[config.mk]
export PLATFORM = sky130hd
export DESIGN_NAME = hilbert_iq_mac
export DESIGN_NICKNAME = d
export VERILOG_FILES = /design/src/rtl/hilbert_iq_mac.sv
export SDC_FILE = /design/constraint.sdc
export NUM_CORES = 1
export LEC_CHECK = 0
export ABC_AREA = 0
export CAP_MARGIN = 20
export CORE_AREA = 4 4 222 224
export CTS_CLUSTER_SIZE = 40
export DETAILED_ROUTE_END_ITERATION = 8
export DIE_AREA = 0 0 226 228
export GPL_TIMING_DRIVEN = 1
export PLACE_DENSITY = 0.5
export SLEW_MARGIN = 20
export SYNTH_ARGS = -nofsm -noshare
export SYNTH_HDL_FRONTEND = slang
export SYNTH_SLANG_ARGS = --single-unit
[constraint.sdc]
create_clock -name clk -period 11.9 [get_ports clk]
set_clock_uncertainty 0.2 [all_clocks]
set_input_delay 1.19 -clock clk [delete_from_list [all_inputs] [get_ports clk]]
set_output_delay 1.19 -clock clk [all_outputs]
set_load 0.02 [all_outputs]
[src/rtl/hilbert_iq_mac.sv]
// Sequential Hilbert transformer: one shared multiplier walks the odd taps of an
// antisymmetric FIR and emits rounded/saturated I, Q and squared envelope.
module hilbert_iq_mac #(
    parameter int BITS_DATA     = 8,
    parameter int BITS_COEFF    = 8,
    parameter int TAPS          = 15,
    parameter int DECIMATION    = 1,
    parameter int OFFSET_BINARY = 1
) (
    input  logic                        clk,
    input  logic                        rst_n,
    input  logic [BITS_DATA-1:0]        in_data,
    input  logic                        in_valid,
    output logic                        in_ready,
    output logic signed [BITS_DATA-1:0] i_out,
    output logic signed [BITS_DATA-1:0] q_out,
    output logic [2*BITS_DATA:0]        mag2_out,
    output logic                        out_valid
);

    localparam int M      = (TAPS - 1) / 2;
    localparam int NZ     = (TAPS + 1) / 4;
    localparam int ACC_W  = BITS_DATA + BITS_COEFF + 1 + $clog2(NZ);
    localparam int DIFF_W = BITS_DATA + 1;
    localparam int PROD_W = DIFF_W + BITS_COEFF;
    localparam int SQ_W   = 2 * BITS_DATA;
    localparam int MAG_W  = 2 * BITS_DATA + 1;
    localparam int TAP_W  = (NZ > 1) ? $clog2(NZ) : 1;
    localparam int DEC_W  = (DECIMATION > 1) ? $clog2(DECIMATION) : 1;

    localparam logic [TAP_W-1:0]        TAP_LAST   = TAP_W'(NZ - 1);
    localparam logic [DEC_W-1:0]        DEC_LAST   = DEC_W'(DECIMATION - 1);
    localparam logic signed [ACC_W-1:0] ROUND_BIAS = ACC_W'(2 ** (BITS_COEFF - 2));
    localparam logic signed [ACC_W-1:0] Q_MAX      = ACC_W'((2 ** (BITS_DATA - 1)) - 1);
    localparam logic signed [ACC_W-1:0] Q_MIN      = ACC_W'(-(2 ** (BITS_DATA - 1)));

    if (TAPS % 4 != 3) begin : g_bad_taps
        $error("hilbert_iq_mac: TAPS must be odd with TAPS mod 4 == 3");
    end
    if (DECIMATION < 1) begin : g_bad_dec
        $error("hilbert_iq_mac: DECIMATION must be at least 1");
    end
    if (BITS_COEFF < 2 || BITS_DATA < 2) begin : g_bad_width
        $error("hilbert_iq_mac: BITS_DATA and BITS_COEFF must be at least 2");
    end

    // Ideal Hilbert tap 2/(pi*k) scaled to Q(BITS_COEFF-1), rounded half up.
    function automatic int calc_coeff(input int k);
        real v;
        v = (2.0 ** (BITS_COEFF - 1)) * 2.0 / (3.14159265358979 * k);
        return $rtoi(v + 0.5);
    endfunction

    typedef enum logic [1:0] {S_IDLE, S_ACCUM, S_ROUND, S_OUT} state_e;

    state_e                      state_q, state_d;
    logic signed [BITS_DATA-1:0] line_q [TAPS];
    logic signed [BITS_DATA-1:0] line_d [TAPS];
    logic [DEC_W-1:0]            dec_cnt_q, dec_cnt_d;
    logic [TAP_W-1:0]            tap_q, tap_d;
    logic signed [ACC_W-1:0]     acc_q, acc_d;
    logic signed [BITS_DATA-1:0] i_rnd_q, i_rnd_d, q_rnd_q, q_rnd_d;
    logic signed [BITS_DATA-1:0] i_out_q, i_out_d, q_out_q, q_out_d;
    logic [MAG_W-1:0]            mag2_q, mag2_d;
    logic                        out_valid_q, out_valid_d;
    logic                        in_ready_q, in_ready_d;

    logic signed [BITS_COEFF-1:0] coeff_s [NZ];
    logic signed [BITS_DATA-1:0]  late_s  [NZ];
    logic signed [BITS_DATA-1:0]  early_s [NZ];
    logic signed [BITS_DATA-1:0]  conv_s;
    logic signed [DIFF_W-1:0]     diff_s;
    logic signed [PROD_W-1:0]     prod_s;
    logic signed [ACC_W-1:0]      round_s;
    logic signed [BITS_DATA-1:0]  q_sat_s;
    logic signed [SQ_W-1:0]       i_sq_s, q_sq_s;
    logic [MAG_W-1:0]             mag2_s;
    logic                         hs_s;

    // Per-step operand pair d[M+k], d[M-k] and constant c_k for k = 2g+1.
    for (genvar g = 0; g < NZ; g++) begin : g_tap
        localparam logic signed [BITS_COEFF-1:0] C_K = BITS_COEFF'(calc_coeff(2 * g + 1));
        assign coeff_s[g] = C_K;
        assign late_s[g]  = line_q[M + 2 * g + 1];
        assign early_s[g] = line_q[M - 2 * g - 1];
    end

    assign hs_s = in_valid & in_ready_q;

    // Offset-binary samples become two's complement by flipping the sign bit.
    always_comb begin
        conv_s = in_data;
        if (OFFSET_BINARY != 0) begin
            conv_s[BITS_DATA-1] = ~in_data[BITS_DATA-1];
        end else begin
            conv_s = in_data;
        end
    end

    // Shared MAC term, rounding/saturation and envelope arithmetic.
    always_comb begin
        diff_s  = DIFF_W'(late_s[tap_q]) - DIFF_W'(early_s[tap_q]);
        prod_s  = PROD_W'(coeff_s[tap_q]) * PROD_W'(diff_s);
        round_s = (acc_q + ROUND_BIAS) >>> (BITS_COEFF - 1);
        if (round_s > Q_MAX) begin
            q_sat_s = BITS_DATA'(Q_MAX);
        end else if (round_s < Q_MIN) begin
            q_sat_s = BITS_DATA'(Q_MIN);
        end else begin
            q_sat_s = BITS_DATA'(round_s);
        end
        i_sq_s = SQ_W'(i_rnd_q) * SQ_W'(i_rnd_q);
        q_sq_s = SQ_W'(q_rnd_q) * SQ_W'(q_rnd_q);
        mag2_s = {1'b0, i_sq_s} + {1'b0, q_sq_s};
    end

    // Control FSM: sample capture in IDLE, then accumulate, round and publish.
    always_comb begin
        state_d     = state_q;
        line_d      = line_q;
        dec_cnt_d   = dec_cnt_q;
        tap_d       = tap_q;
        acc_d       = acc_q;
        i_rnd_d     = i_rnd_q;
        q_rnd_d     = q_rnd_q;
        i_out_d     = i_out_q;
        q_out_d     = q_out_q;
        mag2_d      = mag2_q;
        out_valid_d = 1'b0;
        case (state_q)
            S_IDLE: begin
                if (hs_s) begin
                    for (int n = TAPS - 1; n > 0; n--) begin
                        line_d[n] = line_q[n-1];
                    end
                    line_d[0] = conv_s;
                    if (dec_cnt_q == DEC_LAST) begin
                        dec_cnt_d = '0;
                        acc_d     = '0;
                        tap_d     = '0;
                        state_d   = S_ACCUM;
                    end else begin
                        dec_cnt_d = dec_cnt_q + DEC_W'(1);
                    end
                end else begin
                    state_d = S_IDLE;
                end
            end
            S_ACCUM: begin
                acc_d = acc_q + ACC_W'(prod_s);
                if (tap_q == TAP_LAST) begin
                    state_d = S_ROUND;
                end else begin
                    tap_d = tap_q + TAP_W'(1);
                end
            end
            S_ROUND: begin
                q_rnd_d = q_sat_s;
                i_rnd_d = line_q[M];
                state_d = S_OUT;
            end
            S_OUT: begin
                i_out_d     = i_rnd_q;
                q_out_d     = q_rnd_q;
                mag2_d      = mag2_s;
                out_valid_d = 1'b1;
                state_d     = S_IDLE;
            end
            default: begin
                state_d = S_IDLE;
            end
        endcase
        in_ready_d = (state_d == S_IDLE);
    end

    // State and datapath registers; reset aborts any computation in flight.
    always_ff @(posedge clk or negedge rst_n) begin
        if (!rst_n) begin
            state_q <= S_IDLE;
            for (int n = 0; n < TAPS; n++) begin
                line_q[n] <= '0;
            end
            dec_cnt_q   <= '0;
            tap_q       <= '0;
            acc_q       <= '0;
            i_rnd_q     <= '0;
            q_rnd_q     <= '0;
            i_out_q     <= '0;
            q_out_q     <= '0;
            mag2_q      <= '0;
            out_valid_q <= 1'b0;
            in_ready_q  <= 1'b1;
        end else begin
            state_q     <= state_d;
            line_q      <= line_d;
            dec_cnt_q   <= dec_cnt_d;
            tap_q       <= tap_d;
            acc_q       <= acc_d;
            i_rnd_q     <= i_rnd_d;
            q_rnd_q     <= q_rnd_d;
            i_out_q     <= i_out_d;
            q_out_q     <= q_out_d;
            mag2_q      <= mag2_d;
            out_valid_q <= out_valid_d;
            in_ready_q  <= in_ready_d;
        end
    end

    assign in_ready  = in_ready_q;
    assign i_out     = i_out_q;
    assign q_out     = q_out_q;
    assign mag2_out  = mag2_q;
    assign out_valid = out_valid_q;

endmodule

==> results of run 1 <==
-- area by class of cell --
type	count	area, sq um	area share
clock buffers	18	429	0.0244
clock inverters	14	143	0.00810
inverters	275	1030	0.0586
multi-input cells	1234	9880	0.561
flip-flops and latches	194	4860	0.276
well taps	615	769	0.0437
repair buffers	53	514	0.0292
-- cell usage in the layout, fill, tap and decap left out, types with 5 or more instances in the layout --
master / Yosys / routed
nand2_1: 464 / 463
inv_1: 275 / 275
dfrtp_1: 193 / 193
fa_1: 158 / 158
ha_1: 119 / 119
a21oi_1: 49 / 49
xnor2_1: 48 / 48
nor2_1: 47 / 47
o21ai_0: 47 / 47
and2_1: 46 / 46
clkdlybuf4s50_1: 0 / 44
nand3_1: 31 / 30
nor2b_1: 30 / 30
xor2_1: 26 / 26
a21o_1: 17 / 17
mux2_2: 17 / 17
clkbuf_16: 0 / 17
nand2b_1: 16 / 16
mux4_2: 16 / 16
o21ai_1: 11 / 11
a22oi_1: 8 / 8
buf_4: 0 / 8
o21a_1: 7 / 7
nor3_1: 6 / 6
a31oi_1: 6 / 6
nand4_1: 6 / 6
o31ai_1: 6 / 6
o21bai_1: 5 / 5
or2_2: 5 / 5
-- tightest hold or removal path, stage by stage (launching register included) --
cell     delay (ns)
dfrtp_1        0.34
nand2_1        0.05
nand2_1        0.05
-- logic make-up after synthesis --
kind of cell / count (synthesis) / share of synthesized area
muxes: 35 / 0.0357
xor gates and xnor gates: 74 / 0.0405
adders and majority gates: 277 / 0.291
AOI/OAI and AO/OA: 175 / 0.0666
and+or+nand+nor: 673 / 0.182
buffers and inverters: 344 / 0.0808
DFF: 194 / 0.303
-- layer usage --
| layer | vias up | GRT usage |
|---|---|---|
| li1 | 5532 | - |
| met1 | 5501 | 0.198 |
| met2 | 126 | 0.237 |
| met3 | 38 | 0.0261 |
| met4 | 0 | 0.0391 |
| met5 | - | 0 |
-- how the worst max path moves through the flow --
| stage | slack (ns) | to |
|---|---|---|
| after floorplan | 4.27 | acc_q[16]$_DFFE_PN0P_ |
| after global placement | 3.70 | acc_q[16]$_DFFE_PN0P_ |
| after detailed placement | 3.51 | acc_q[16]$_DFFE_PN0P_ |
| after CTS | 3.48 | acc_q[18]$_DFFE_PN0P_ |
| after global routing | 3.00 | acc_q[16]$_DFFE_PN0P_ |
| final | 3.56 | acc_q[18]$_DFFE_PN0P_ |
-- per-stage QoR --
step	cells	cell area (sq um)
floorplan	1772	16000
global placement	2370	17000
detailed placement	2370	17000
CTS	2402	17600
global route	2403	17600
finish	2403	17600
-- sequential cells by signal (all words and copies together) (netlist names), 17 cells and up --
| register | flops |
|---|---|
| late_s | 32 |
| line_q | 56 |
| early_s | 32 |
| mag2_out | 17 |
| acc_q | 19 |
==> flow_metrics.env, run 1 <==
export IMPL_rrSetupSlack_ns=3.56
export IMPL_reg2reg_from="tap_q[0]$_DFFE_PN0P_"
export IMPL_clockBufferDepth=2
export IMPL_drc=0
export IMPL_slew_viol_final=0
export IMPL_fill_cells=4793
export IMPL_startpoint="tap_q[0]$_DFFE_PN0P_"
export IMPL_coreArea_sq_um=47300
export IMPL_dp_slack_ns=3.51
export IMPL_dr_pass1_iters=4
export IMPL_critPathTopFamily="adder cells"
export IMPL_antenna_found_initial=0
export IMPL_synth_top_cell_by_area="dfrtp_1"
export IMPL_crit_cells=25
export IMPL_clock_sinks=194
export IMPL_r2r_end="acc_q[18]$_DFFE_PN0P_"
export IMPL_relSlewSlack=0.262
export IMPL_hold_path_end="early_s[10]$_DFFE_PN0P_"
export IMPL_clkLatencyLatePin_ns=0.46
export IMPL_finalCritPeriodShare=0.701
export IMPL_synth_area_leaders="dfrtp_1 (30%), fa_1 (20%), nand2_1 (11%), ha_1 (9.3%), inv_1 (6.4%)"
export IMPL_max_stage_delay_ns=0.89
export IMPL_hp_start="line_q[106]$_DFFE_PN0P_"
export IMPL_initial_core_util=0.338
export IMPL_die_w_microns=226
export IMPL_worst_slew_pin_slew_ns=1.10
export IMPL_ant_nets=0
export IMPL_cts_hold_buf=0
export IMPL_crit_slowest_cell="nor2_1"
export IMPL_routed_wl_microns=34900
export IMPL_hold_viol=0
export IMPL_port_buffers=45
export IMPL_place_gp_congestion=0.792
export IMPL_netlist_area_sq_um=16000
export IMPL_die_area_sq_um=51500
export IMPL_utilization=0.372
export IMPL_cts_buffers=17
export IMPL_min_path_type="flip-flop to flip-flop"
export IMPL_critPathBufInv=5
export IMPL_cap_violations=0
export IMPL_grt_usage=0.145
export IMPL_worst_hold_slack_ns=0.267
export IMPL_rsz0062_at_grt="false"
export IMPL_cts_max_level=4
export IMPL_synthArstFlopShare=1.00
export IMPL_yosysWarnings=0
export IMPL_clockRootBuffer="clkbuf_16"
export IMPL_synthTopCellsByCount="nand2_1 (464), inv_1 (275), dfrtp_1 (193), fa_1 (158), ha_1 (119)"
export IMPL_critical_path_class="flip-flop to flip-flop"
export IMPL_hpwl_microns=26500
export IMPL_cp_data_arrival_time_ns=8.53
export IMPL_gr_total_overflow=0
export IMPL_r2r_cells=25
export IMPL_drive_gt1_frac=0.0492
export IMPL_syn_nets=2060
export IMPL_synth_yosys_seq_area_share=0.303
export IMPL_first_global_vias=11900
export IMPL_status="completed"
export IMPL_yosysMostFrequentCell="nand2_1"
export IMPL_cts_tree="yes"
export IMPL_maxUsedRoutingLayer="met4"
export IMPL_routed_via_count=11200
export IMPL_die_h_microns=228
export IMPL_grt_max_degree=99
export IMPL_area_growth_pct=10.1
export IMPL_wl_met2_microns=16600
export IMPL_fin_crit_ns=8.34
export IMPL_antenna_cells=0
export IMPL_end_kind="flip-flop"
export IMPL_num_rows=80
export IMPL_synth_edf_count=0
export IMPL_nets=2063
export IMPL_avgSynthCellArea_sq_um=9.03
export IMPL_io_pins=46
export IMPL_setup_viol=0
export IMPL_ys_ff_latch=194
export IMPL_cts_resized=0
export IMPL_holdPathStages=2
export IMPL_setup_ws_ns=3.56
export IMPL_cts_clk_slew_worst_paths_ns=0.08
export IMPL_startpoint_type="flip-flop"
export IMPL_tns_ns=0
export IMPL_required_ns=12.10
export IMPL_avgRoutedWirePerCell_microns=14.5
export IMPL_via_per_inst=4.66
export IMPL_timing_fmax_ghz=0.120
export IMPL_cts_setup_buffers=0
export IMPL_synth_top_cell_area_share=0.302
export IMPL_yosys_most_used_dff="dfrtp_1"
export IMPL_wl_met1_microns=16700
export IMPL_syn_instance_count=1772
export IMPL_grt_pass1_wl_microns=60700
export IMPL_yosys_cell_types_count=58
export IMPL_crit_fanout=16
export IMPL_dr_wl_met3_microns=888
export IMPL_drtIter0Drc=481
Power of run 1 is not shown: default switching activity piles up to over one toggle a cycle in this logic, so the estimate is an artifact.
==> run 2: changes to the inputs <==
Clock period 11.9 ns to 8.5 ns, I/O delays scaled along.
==> flow_metrics.env, run 2 (synthesis gave the netlist of run 1 again) <==
export IMPL_port_buffers=45
export IMPL_die_area_sq_um=51500
export IMPL_routed_via_count=11200
export IMPL_final_cell_mix="nand2_1 (463), inv_1 (275), dfrtp_1 (193)"
export IMPL_antenna_found_initial=0
export IMPL_ant_nets=0
export IMPL_relSlewSlack=0.356
export IMPL_routed_wl_microns=34800
export IMPL_wl_met1_microns=16600
export IMPL_clock_sinks=194
export IMPL_gr_total_overflow=0
export IMPL_cts_resized=0
export IMPL_finalCritPeriodShare=0.895
export IMPL_worst_slew_pin_slew_ns=0.964
export IMPL_area_growth_pct=10.8
export IMPL_wl_met2_microns=17000
export IMPL_worst_hold_slack_ns=0.140
export IMPL_startpoint_type="flip-flop"
export IMPL_dr_wl_met3_microns=726
export IMPL_cts_tree="yes"
export IMPL_coreArea_sq_um=47300
export IMPL_cts_max_level=4
export IMPL_layout_commonest_cell="nand2_1"
export IMPL_hpwl_microns=26200
export IMPL_tns_ns=0
export IMPL_nets=2067
export IMPL_critical_path_class="flip-flop to flip-flop"
export IMPL_required_ns=8.66
export IMPL_crit_fanout=9
export IMPL_dpl_instance_area_sq_um=17100
export IMPL_drtIter0Drc=545
export IMPL_die_w_microns=226
export IMPL_rsz0062_at_grt="false"
export IMPL_r2r_end="acc_q[16]$_DFFE_PN0P_"
export IMPL_cap_violations=0
export IMPL_clkLatencyLatePin_ns=0.48
export IMPL_largest_reg_flops=56
export IMPL_fin_crit_ns=7.61
export IMPL_grt_usage=0.144
export IMPL_cts_hold_buf=0
export IMPL_cp_data_arrival_time_ns=7.77
export IMPL_num_rows=80
export IMPL_clockBufferDepth=2
export IMPL_grt_max_degree=72
export IMPL_slew_viol_final=0
export IMPL_startpoint="tap_q[0]$_DFFE_PN0P_"
export IMPL_avgRoutedWirePerCell_microns=14.4
export IMPL_place_gp_congestion=0.823
export IMPL_cts_buffers=17
export IMPL_drive_gt1_frac=0.0525
export IMPL_rrSetupSlack_ns=0.89
export IMPL_io_pins=46
export IMPL_hold_viol=0
export IMPL_setup_viol=0
export IMPL_reg2reg_from="tap_q[0]$_DFFE_PN0P_"
export IMPL_dr_pass1_iters=5
export IMPL_cts_setup_buffers=0
export IMPL_via_per_inst=4.66
export IMPL_initial_core_util=0.338
export IMPL_grt_pass1_wl_microns=60000
export IMPL_fill_cells=4813
export IMPL_min_path_type="input pin to asynchronous set/reset pin"
export IMPL_clockRootBuffer="clkbuf_16"
export IMPL_maxUsedRoutingLayer="met4"
export IMPL_antenna_cells=0
export IMPL_regMostFlops="line_q"
export IMPL_cts_clk_slew_worst_paths_ns=0.08
export IMPL_die_h_microns=228
export IMPL_r2r_cells=27
export IMPL_first_global_vias=11700
export IMPL_drc=0
export IMPL_fin_area_sq_um=17700
export IMPL_status="completed"
export IMPL_timing_fmax_ghz=0.131
export IMPL_end_kind="flip-flop"
[run 2: cell type report]
class	instances	area [sq um]	share of cell area
clock buffer	18	439	0.0248
clock inverter	14	208	0.0117
inverter	275	1030	0.0582
multi-input combinational	1234	9880	0.557
sequential	194	4860	0.274
tap	615	769	0.0434
timing repair buffer	57	544	0.0307
[run 2: worst max-delay path by stage]
stage / endpoint / slack (ns) / cells after the start
final: acc_q[16]$_DFFE_PN0P_ / 0.89 / 27
after global routing: acc_q[16]$_DFFE_PN0P_ / 0.32 / 27
after CTS: acc_q[16]$_DFFE_PN0P_ / 0.81 / 27
after detailed placement: acc_q[16]$_DFFE_PN0P_ / 0.81 / 27
after global placement: acc_q[16]$_DFFE_PN0P_ / 0.93 / 27
after floorplan: acc_q[16]$_DFFE_PN0P_ / 0.87 / 26
[run 2: stage by stage]
stage           util  std cells  setup slack, ns
3_3_place_gp   0.361       2375            0.925
4_1_cts        0.374       2407            0.814
5_1_grt        0.374       2407            0.324
2_1_floorplan      -       1772            0.869
6_report       0.374       2407            0.888
3_5_place_dp   0.361       2375            0.809
[run 2: worst max-delay path: stages, from the launching register on]
cell,delay [ns]
dfrtp_1,0.67
buf_4,0.26
mux4_2,0.52
ha_1,0.30
nor2b_1,0.12
o21ai_0,0.14
nand2b_1,0.10
a21o_1,0.19
a21o_1,0.20
a31oi_1,0.20
xnor2_1,0.31
nand2_1,0.15
fa_1,0.51
inv_1,0.05
fa_1,0.50
inv_1,0.05
fa_1,0.46
fa_1,0.55
inv_1,0.04
ha_1,0.35
or3_1,0.38
nor3b_1,0.16
a221o_1,0.37
a21oi_1,0.23
nor2b_1,0.07
nor2_1,0.12
mux2i_1,0.20
nand3_1,0.09
[run 2: routing by layer]
metal	global-route usage	vias to the layer above
met2	0.242	112
met1	0.196	5554
met4	0.0366	0
met3	0.0201	25
li1	-	5523
met5	0	-
Power of run 2 is left out for the same reason.
==> run 3: changes to the inputs <==
Settings changed: REMOVE_ABC_BUFFERS set to 1.
==> flow_metrics.env, run 3 (synthesis gave the netlist of run 1 again) <==
export IMPL_status="completed"
export IMPL_rsz0062_at_grt="false"
export IMPL_cts_hold_buf=0
export IMPL_dr_wl_met3_microns=750
export IMPL_critical_path_class="flip-flop to flip-flop"
export IMPL_num_rows=80
export IMPL_hold_viol=0
export IMPL_cts_clk_slew_worst_paths_ns=0.08
export IMPL_cts_max_level=4
export IMPL_cts_setup_buffers=0
export IMPL_port_buffers=45
export IMPL_wl_met2_microns=16100
export IMPL_nets=2066
export IMPL_routed_via_count=11000
export IMPL_rrSetupSlack_ns=0.85
export IMPL_regMostFlops="line_q"
export IMPL_grt_pass1_wl_microns=58100
export IMPL_reg2reg_from="tap_q[0]$_DFFE_PN0P_"
export IMPL_startpoint_type="flip-flop"
export IMPL_cts_buffers=17
export IMPL_wl_met1_microns=16000
export IMPL_fin_crit_ns=7.65
export IMPL_timing_fmax_ghz=0.131
export IMPL_min_path_type="input pin to asynchronous set/reset pin"
export IMPL_slew_viol_final=0
export IMPL_place_gp_congestion=0.791
export IMPL_drive_gt1_frac=0.0514
export IMPL_clockRootBuffer="clkbuf_16"
export IMPL_grt_max_degree=83
export IMPL_area_growth_pct=10.4
export IMPL_final_cell_mix="nand2_1 (463), inv_1 (275), dfrtp_1 (193)"
export IMPL_avgRoutedWirePerCell_microns=13.9
export IMPL_worst_slew_pin_slew_ns=0.993
export IMPL_finalCritPeriodShare=0.900
export IMPL_antenna_found_initial=0
export IMPL_hpwl_microns=25500
export IMPL_relSlewSlack=0.337
export IMPL_initial_core_util=0.338
export IMPL_die_h_microns=228
export IMPL_dr_pass1_iters=5
export IMPL_first_global_vias=11500
export IMPL_ant_nets=0
export IMPL_crit_fanout=11
export IMPL_die_w_microns=226
export IMPL_via_per_inst=4.58
export IMPL_drc=0
export IMPL_coreArea_sq_um=47300
export IMPL_io_pins=46
export IMPL_cts_resized=0
export IMPL_clockBufferDepth=2
export IMPL_end_kind="flip-flop"
export IMPL_tns_ns=0
export IMPL_clkLatencyLatePin_ns=0.48
export IMPL_gr_total_overflow=0
export IMPL_setup_viol=0
export IMPL_grt_usage=0.139
export IMPL_cap_violations=0
export IMPL_required_ns=8.67
export IMPL_antenna_cells=0
export IMPL_clock_sinks=194
export IMPL_cp_data_arrival_time_ns=7.82
export IMPL_maxUsedRoutingLayer="met4"
export IMPL_startpoint="tap_q[0]$_DFFE_PN0P_"
export IMPL_drtIter0Drc=559
export IMPL_die_area_sq_um=51500
export IMPL_cts_tree="yes"
export IMPL_layout_commonest_cell="nand2_1"
export IMPL_largest_reg_flops=56
export IMPL_routed_wl_microns=33500
==> run 3: cell count changes in the layout (fill, tap and decap cells not counted), sizes merged <==
| cell | before | now |
|---|---|---|
| buf | 12 | 11 |
| clkinv | 4 | 8 |
| clkbuf | 19 | 18 |
| bufinv | 2 | 1 |
| clkinvlp | 2 | 1 |
| inv | 281 | 280 |
==> run 3: worst paths after layout <==
kind	depth (start not counted)	to
worst min-delay path	1	acc_q[0]$_DFFE_PN0P_
worst max register to register	27	acc_q[16]$_DFFE_PN0P_
worst min register to register	2	late_s[13]$_DFFE_PN0P_
max in group asynchronous	2	late_s[24]$_DFFE_PN0P_
worst max-delay path	27	acc_q[16]$_DFFE_PN0P_
min in group clk	2	late_s[13]$_DFFE_PN0P_
==> run 3: metal layers <==
metal | GRT usage | vias to the layer above
li1 | - | 5516
met1 | 0.183 | 5361
met2 | 0.233 | 97
met3 | 0.0253 | 34
met4 | 0.0404 | 0
met5 | 0 | -
==> run 3: per-stage QoR <==
step	util	setup WS [ns]	instances	hold slack [ns]	instance area, sq um
4_1_cts	0.373	0.805	2406	0.166	17700
3_3_place_gp	0.361	0.950	2374	0.243	17100
5_1_grt	0.373	0.257	2406	0.194	17700
3_5_place_dp	0.361	0.832	2374	0.248	17100
2_1_floorplan	-	0.865	1703	0.239	15700
6_report	0.373	0.848	2406	0.178	17700
==> run 3: cell type report <==
| type | count | area (sq um) |
|---|---|---|
| inverters | 275 | 1030 |
| multi-input cells | 1234 | 9880 |
| fillers | 4864 | 29700 |
| clock inverters | 15 | 170 |
| clock buffers | 17 | 425 |
| well taps | 615 | 769 |
| repair buffers | 56 | 537 |
| flip-flops and latches | 194 | 4860 |
==> run 3: worst max-delay path, cell delays in order, from the launching register on <==
cell and delay (ns):
dfrtp_1 0.65, buf_4 0.35, mux4_2 0.55, ha_1 0.30
nor2b_1 0.12, o21ai_0 0.14, nand2b_1 0.11, a21o_1 0.19
a21o_1 0.19, a31oi_1 0.19, xnor2_1 0.31, nand2_1 0.14
fa_1 0.50, inv_1 0.05, fa_1 0.50, inv_1 0.05
fa_1 0.46, fa_1 0.55, inv_1 0.04, ha_1 0.35
or3_1 0.38, nor3b_1 0.15, a221o_1 0.36, a21oi_1 0.22
nor2b_1 0.07, nor2_1 0.12, mux2i_1 0.19, nand3_1 0.09
Power of run 3 is left out for the same reason.
